[config.mk]
export PLATFORM = sky130hd
export DESIGN_NAME = frame_strobe_sequencer_flat
export DESIGN_NICKNAME = d
export VERILOG_FILES = /design/src/rtl/frame_strobe_sequencer_if.sv /design/src/rtl/frame_strobe_sequencer.sv /design/src/flat_wrapper.sv
export SDC_FILE = /design/constraint.sdc
export NUM_CORES = 1
export LEC_CHECK = 0
export CORE_MARGIN = 4
export CORE_UTILIZATION = 46
export CTS_BUF_LIST = sky130_fd_sc_hd__clkbuf_4
export DETAILED_ROUTE_END_ITERATION = 10
export PLACE_DENSITY = 0.82
export SLEW_MARGIN = 20
export SYNTH_ARGS = -nofsm -noshare
export SYNTH_HDL_FRONTEND = slang
export SYNTH_SLANG_ARGS = --single-unit
[constraint.sdc]
create_clock -name CLK -period 2 [get_ports CLK]
set_clock_uncertainty 0.05 [all_clocks]
set_input_delay 0.5 -clock CLK [delete_from_list [all_inputs] [get_ports CLK]]
set_output_delay 0.5 -clock CLK [all_outputs]
set_load 0.01 [all_outputs]
[src/rtl/frame_strobe_sequencer_if.sv]
`default_nettype none
// ============================================================================
// Module   : frame_strobe_sequencer_if
// Purpose  : Valid/ready word stream carrying configuration frame words from
//            the column frame-data feeder into frame_strobe_sequencer.
// Signals  : s_valid  feeder -> sequencer  word valid
//            s_data   feeder -> sequencer  frame word (FrameBitsPerRow bits)
//            s_ready  sequencer -> feeder  word accepted when valid & ready
// Modports : master (feeder side), slave (sequencer side)
// Revision : 1.0  initial release
// ============================================================================
interface frame_strobe_sequencer_if #(
  parameter int FrameBitsPerRow = 32
);
  logic                       s_valid;
  logic [FrameBitsPerRow-1:0] s_data;
  logic                       s_ready;

  modport master (output s_valid, output s_data, input s_ready);
  modport slave  (input s_valid, input s_data, output s_ready);
endinterface
`default_nettype wire

[src/rtl/frame_strobe_sequencer.sv]
`default_nettype none
// ============================================================================
// Module   : frame_strobe_sequencer
// Purpose  : Loads a tile's configuration latch frames. For each frame one
//            word is accepted from the stream, presented on FrameData for a
//            setup period, strobed into one FrameStrobe row, then held.
// Ports    : CLK          clock
//            reset        synchronous active-high reset
//            start        begin a load sequence (sampled only when idle)
//            abort        cancel a sequence (honoured only while loading)
//            s_if         slave side of the frame word stream
//            FrameData    frame word to ConfigMem
//            FrameStrobe  one-hot row strobe to ConfigMem
//            frame_idx    frames completed in the current sequence
//            busy         high whenever not idle
//            done         one-cycle pulse, sequence complete
//            aborted      one-cycle pulse, sequence cancelled
// Revision : 1.0  initial release
// ============================================================================
module frame_strobe_sequencer #(
  parameter int FrameBitsPerRow = 32,
  parameter int MaxFramesPerCol = 20,
  parameter int NumFrames       = 3,
  parameter int FirstFrame      = 0,
  parameter int SETUP_CYCLES    = 1,
  parameter int STROBE_CYCLES   = 2,
  parameter int HOLD_CYCLES     = 1
) (
  input  wire logic                       CLK,
  input  wire logic                       reset,
  input  wire logic                       start,
  input  wire logic                       abort,
  frame_strobe_sequencer_if.slave         s_if,
  output logic [FrameBitsPerRow-1:0]      FrameData,
  output logic [MaxFramesPerCol-1:0]      FrameStrobe,
  output logic [4:0]                      frame_idx,
  output logic                            busy,
  output logic                            done,
  output logic                            aborted
);

  localparam logic [2:0] c_IDLE   = 3'd0;
  localparam logic [2:0] c_LOAD   = 3'd1;
  localparam logic [2:0] c_SETUP  = 3'd2;
  localparam logic [2:0] c_STROBE = 3'd3;
  localparam logic [2:0] c_HOLD   = 3'd4;
  localparam logic [2:0] c_DONE   = 3'd5;
  localparam logic [2:0] c_ABORT  = 3'd6;

  // Terminal counts: each phase counter starts at 0 on state entry.
  localparam logic [15:0] c_SETUP_LAST  = 16'(SETUP_CYCLES - 1);
  localparam logic [15:0] c_STROBE_LAST = 16'(STROBE_CYCLES - 1);
  localparam logic [15:0] c_HOLD_LAST   = 16'(HOLD_CYCLES - 1);
  localparam logic [4:0]  c_NUM_FRAMES  = 5'(NumFrames);
  localparam logic [7:0]  c_FIRST_FRAME = 8'(FirstFrame);
  localparam logic [MaxFramesPerCol-1:0] c_ONE = MaxFramesPerCol'(1);

  logic [2:0]                 r_state;
  logic [15:0]                r_cnt;
  logic [4:0]                 r_frame_idx;
  logic [FrameBitsPerRow-1:0] r_frame_data;

  logic [4:0]                 w_idx_inc;
  logic [7:0]                 w_strobe_bit;

  assign w_idx_inc    = r_frame_idx + 5'd1;
  assign w_strobe_bit = c_FIRST_FRAME + {3'b000, r_frame_idx};

  always_ff @(posedge CLK) begin
    if (reset) begin
      r_state      <= c_IDLE;
      r_cnt        <= '0;
      r_frame_idx  <= '0;
      r_frame_data <= '0;
    end else begin
      case (r_state)
        c_IDLE: begin
          if (start) begin
            r_state     <= c_LOAD;
            r_frame_idx <= '0;
          end
        end
        c_LOAD: begin
          // Abort takes priority over a word offered in the same cycle.
          if (abort) begin
            r_state <= c_ABORT;
          end else if (s_if.s_valid) begin
            r_frame_data <= s_if.s_data;
            r_cnt        <= '0;
            r_state      <= c_SETUP;
          end
        end
        c_SETUP: begin
          if (r_cnt == c_SETUP_LAST) begin
            r_cnt   <= '0;
            r_state <= c_STROBE;
          end else begin
            r_cnt <= r_cnt + 16'd1;
          end
        end
        c_STROBE: begin
          if (r_cnt == c_STROBE_LAST) begin
            r_cnt   <= '0;
            r_state <= c_HOLD;
          end else begin
            r_cnt <= r_cnt + 16'd1;
          end
        end
        c_HOLD: begin
          if (r_cnt == c_HOLD_LAST) begin
            r_cnt       <= '0;
            r_frame_idx <= w_idx_inc;
            r_state     <= (w_idx_inc == c_NUM_FRAMES) ? c_DONE : c_LOAD;
          end else begin
            r_cnt <= r_cnt + 16'd1;
          end
        end
        c_DONE:  r_state <= c_IDLE;
        c_ABORT: r_state <= c_IDLE;
        default: r_state <= c_IDLE;
      endcase
    end
  end

  // Every output is decoded from registered state only.
  assign s_if.s_ready = (r_state == c_LOAD);
  assign FrameData    = r_frame_data;
  assign FrameStrobe  = (r_state == c_STROBE) ? (c_ONE << w_strobe_bit) : '0;
  assign frame_idx    = r_frame_idx;
  assign busy         = (r_state != c_IDLE);
  assign done         = (r_state == c_DONE);
  assign aborted      = (r_state == c_ABORT);

endmodule
`default_nettype wire

[src/flat_wrapper.sv]
// flat-port wrapper written by rule: the top's interface ports become plain ports
module frame_strobe_sequencer_flat 
#(
  parameter int FrameBitsPerRow = 32,
  parameter int MaxFramesPerCol = 20,
  parameter int NumFrames       = 3,
  parameter int FirstFrame      = 0,
  parameter int SETUP_CYCLES    = 1,
  parameter int STROBE_CYCLES   = 2,
  parameter int HOLD_CYCLES     = 1
)
  (CLK, reset, start, abort, FrameData, FrameStrobe, frame_idx, busy, done, aborted, s_if_s_valid, s_if_s_data, s_if_s_ready);
  frame_strobe_sequencer_if #(.FrameBitsPerRow(FrameBitsPerRow)) s_if_i ();
  input  wire logic CLK;
  input  wire logic reset;
  input  wire logic start;
  input  wire logic abort;
  output logic [FrameBitsPerRow-1:0] FrameData;
  output logic [MaxFramesPerCol-1:0] FrameStrobe;
  output logic [4:0] frame_idx;
  output logic busy;
  output logic done;
  output logic aborted;
  input wire logic [$bits(s_if_i.s_valid)-1:0] s_if_s_valid;
  input wire logic [$bits(s_if_i.s_data)-1:0] s_if_s_data;
  output wire logic [$bits(s_if_i.s_ready)-1:0] s_if_s_ready;
  assign s_if_i.s_valid = s_if_s_valid;
  assign s_if_i.s_data = s_if_s_data;
  assign s_if_s_ready = s_if_i.s_ready;
  frame_strobe_sequencer #(.FrameBitsPerRow(FrameBitsPerRow), .MaxFramesPerCol(MaxFramesPerCol), .NumFrames(NumFrames), .FirstFrame(FirstFrame), .SETUP_CYCLES(SETUP_CYCLES), .STROBE_CYCLES(STROBE_CYCLES), .HOLD_CYCLES(HOLD_CYCLES)) u_core (.CLK(CLK), .reset(reset), .start(start), .abort(abort), .s_if(s_if_i), .FrameData(FrameData), .FrameStrobe(FrameStrobe), .frame_idx(frame_idx), .busy(busy), .done(done), .aborted(aborted));
endmodule
==> flow_summary_export.csv <==
group,metric,value,unit
pwr,p_switching,1.10,mW
synthesis,synth_top_area_frac,0.409,
clock_network,cts_tree,"built",
placed_design,place_ws,-287,ps
placed_design,dp_cells,541,
synthesis,yosys_register_bits,56,
placed_design,placed_area,4070,sq um
global_route,grt_overflow,0,
cells_and_area,multiInputGateArea,1660,sq um
setup_path,critPathRequiredTime,1450,ps
synthesis,synth_top_family_by_area,"simple AND/OR/NAND/NOR gates",
pwr,power.total,3.08,mW
clock_network,insertion_delay,390,ps
global_route,grt_pass1_vias,2884,
clock_network,cts_made_buffers,5,
floorplan,start_util,0.486,
synthesis,syn-cell-area,2740,sq um
synthesis,synth_compound_area_frac,0.142,
synthesis,synth_most_common_cell,"nand2_1",
synthesis,synthTopCellsByCount,"nand2_1, dfxtp_1, a21oi_1, nor2_1, clkbuf_1",
worst_hold_path,hold_path_class,"flop to flop",
sta,period_share,1.09,
setup_path,crit_path_end_kind,"output pin",
global_route,grtUsageTotal,0.223,
clock_network,clock_sinks,56,
clock_network,cts_buffer_depth,2,
setup_path,worst-setup-path-type,"flop to output pin",
sta,max_slew.worst_pin.slew,376,ps
pwr,seqPwrFrac,0.410,
cells_and_area,layout.nets,530,
sta,final-setup-viol-count,19,
pwr,pwr-share-comb,0.421,
pwr,cellLeakagePower,1.66,nW
clock_network,cts_max_level,2,
synthesis,synth-seq-area-share,0.409,
global_route,antenna_found_initial,0,
synthesis,synth_edf_count,0,
global_route,grt_max_degree,33,
routing,detail_route.wl_per_cell,15.3,um
flow_run,cap_violations,0,
floorplan,dieWidth,85.2,um
pwr,ir_drop,0.452,mV
sta,setup_slack,-182,ps
routing,vias,2989,
placed_design,dp_hpwl,5910,um
sta,rsz0062_at_grt,"yes",
routing,wirelength,8540,um
sta,min_period,2180,ps
routing,drc,0,
synthesis,synth_top_area_cell,"dfxtp_1",
synthesis,ys_types,50,
floorplan,core_area,5640,sq um
setup_path,cp.arrival,1630,ps
synthesis,yosys-top-cells-area,"dfxtp_1, nand2_1, a21oi_1",
synthesis,avgSynthCellArea,7.82,sq um
placed_design,io_buffer_count,97,
setup_path,start_kind,"flop",
cells_and_area,syn2layout_area_growth,59.0,%
synthesis,yosysWarningCount,0,
run_status,status,"finished, violations left",
synthesis,synth_xor_area_frac,0.0447,
floorplan,dieHeight,85.2,um
synthesis,synth_fa_ha_area_frac,0.0410,
cells_and_area,final_cells,557,
synthesis,yosys.area_share.simple,0.304,
cells_and_area,fillCellCount,402,
floorplan,rows,27,
cells_and_area,regArea,1150,sq um
pwr,p_sw_frac,0.357,
synthesis,synthArstFlopShare,0,
clock_network,clk_pin_slew,170,ps
floorplan,die-area,7270,sq um
placed_design,gp_congestion,0.901,
routing,via_per_inst,5.37,
cells_and_area,final_area,4360,sq um
routing,first_pass_iters,4,
pwr,p_clk_frac,0.169,
floorplan,ios,98,
sta,fmax,458,MHz
setup_path,cp_max_fo,5,
synthesis,syn_nets,397,
cells_and_area,diodes,0,
setup_path,rrSetupSlack,60,ps
global_route,grt_first_pass_wirelength,13300,um
routing,ant_nets,0,
pwr,power.density,705,nW/um^2
run_status,violations,"setup timing",
synthesis,synthCells,351,
cells_and_area,layout-drive-gt1-share,0.289,
sta,hold_viol_final,0,
sta,slew_headroom,0.748,
synthesis,synthMuxAreaShare,0.00821,
pwr,p_int,1.98,mW
sta,finalMaxSlewViolations,0,
clock_network,cts-root-buf,"clkbuf_4",
synthesis,yosys_most_used_dff,"dfxtp_1",
routing,drt-initial-drc-count,121,
-- placed cells by master (no fill, tap or decap), types with 3 or more instances in the layout --
master           Yosys  final
nand2_1             71     68
clkdlybuf4s50_1      0     68
dfxtp_1             56     47
buf_4                1     41
a21oi_1             40     40
nor2_1              33     27
buf_6                1     15
buf_2                4     12
o21ai_0             10     10
xnor2_1             10     10
inv_1               11      9
nand4_1              9      9
nand3_1             10      9
dfxtp_4              0      7
and3_4               0      6
nor2_2               0      5
a31oi_1              5      5
clkbuf_4             0      5
and2_4               0      4
xor2_1               4      4
ha_2                 0      4
ha_1                 9      4
buf_12               0      4
nand2b_1             3      3
inv_2                1      3
nand2_2              0      3
nor4_2               2      3
nor4_1               4      3
nor3_1               6      3
dlygate4sd2_1        0      3
-- area by class of cell --
cell class	instances	share of cell area
clock inverter	3	0.00488
multi-input combinational	262	0.380
inverter	12	0.0103
clock buffer	5	0.00861
timing repair buffer	147	0.312
tap	72	0.0207
sequential	56	0.264
-- critical path: stages, from the launching register on --
cell and delay (ps):
dfxtp_2 360, inv_2 70, nand3_4 100, buf_6 140, or3_4 340, nor2_1 90, buf_2 140
-- worst paths after layout --
path | from | endpoint | depth (start not counted)
hold reg to reg | u_core.FrameData[25]$_SDFFE_PP0P_ | u_core.FrameData[25]$_SDFFE_PP0P_ | 2
setup reg to reg | u_core.r_cnt[15]$_SDFFE_PP0P_ | u_core.r_state[2]$_SDFFE_PP0P_ | 6
setup / recovery | u_core.r_state[2]$_SDFFE_PP0P_ | FrameStrobe[2] | 6
hold / removal | u_core.FrameData[25]$_SDFFE_PP0P_ | u_core.FrameData[25]$_SDFFE_PP0P_ | 2
-- power by group through the flow --
stage	Clock, mW	Combinational, mW	Sequential [mW]
floorplan	0	0.576	1.29
global placement	0	1.15	1.26
detailed placement	0	1.17	1.26
CTS	0.531	1.23	1.25
global route	0.572	1.40	1.27
finish	0.520	1.29	1.26
-- timing repair --
action                                  in CTS  in global routing
setup buffers                                6                  2
resized for setup                          130                 46
pin swaps                                    9                  6
hold endpoints to repair                     0                  0
hold buffers                                 0                  0
endpoints found under the setup margin      31                 31
-- through the flow --
stage | TNS, ps | hold slack (ps) | utilization
2_1_floorplan | 0 | 431 | -
3_3_place_gp | -2680 | 391 | 0.722
3_5_place_dp | -3920 | 395 | 0.722
4_1_cts | -1470 | 416 | 0.745
5_1_grt | -3480 | 436 | 0.773
6_report | -1700 | 414 | 0.773
-- sequential cells by signal, indices dropped and copies added, names as in the netlist --
name,flops
u_core.FrameData,32
u_core.r_cnt,16
u_core.frame_idx,5
u_core.r_state,3
-- cells by family after synthesis --
logic type	after synthesis
AOI/OAI and AO/OA	68
xor gates and xnor gates	14
adders and majority gates	9
buffers and inverters	33
DFF	56
muxes	1
and+or+nand+nor	170
-- metal layers --
metal  vias up  part of all wire  global-route usage
met5         -                 0                   0
met4         0             0.026              0.0748
met3        20             0.069              0.0505
met2       128              0.53               0.418
met1      1376              0.37               0.245
li1       1465                 -                   -
No activity file was read; power rests on OpenSTA's default activity.
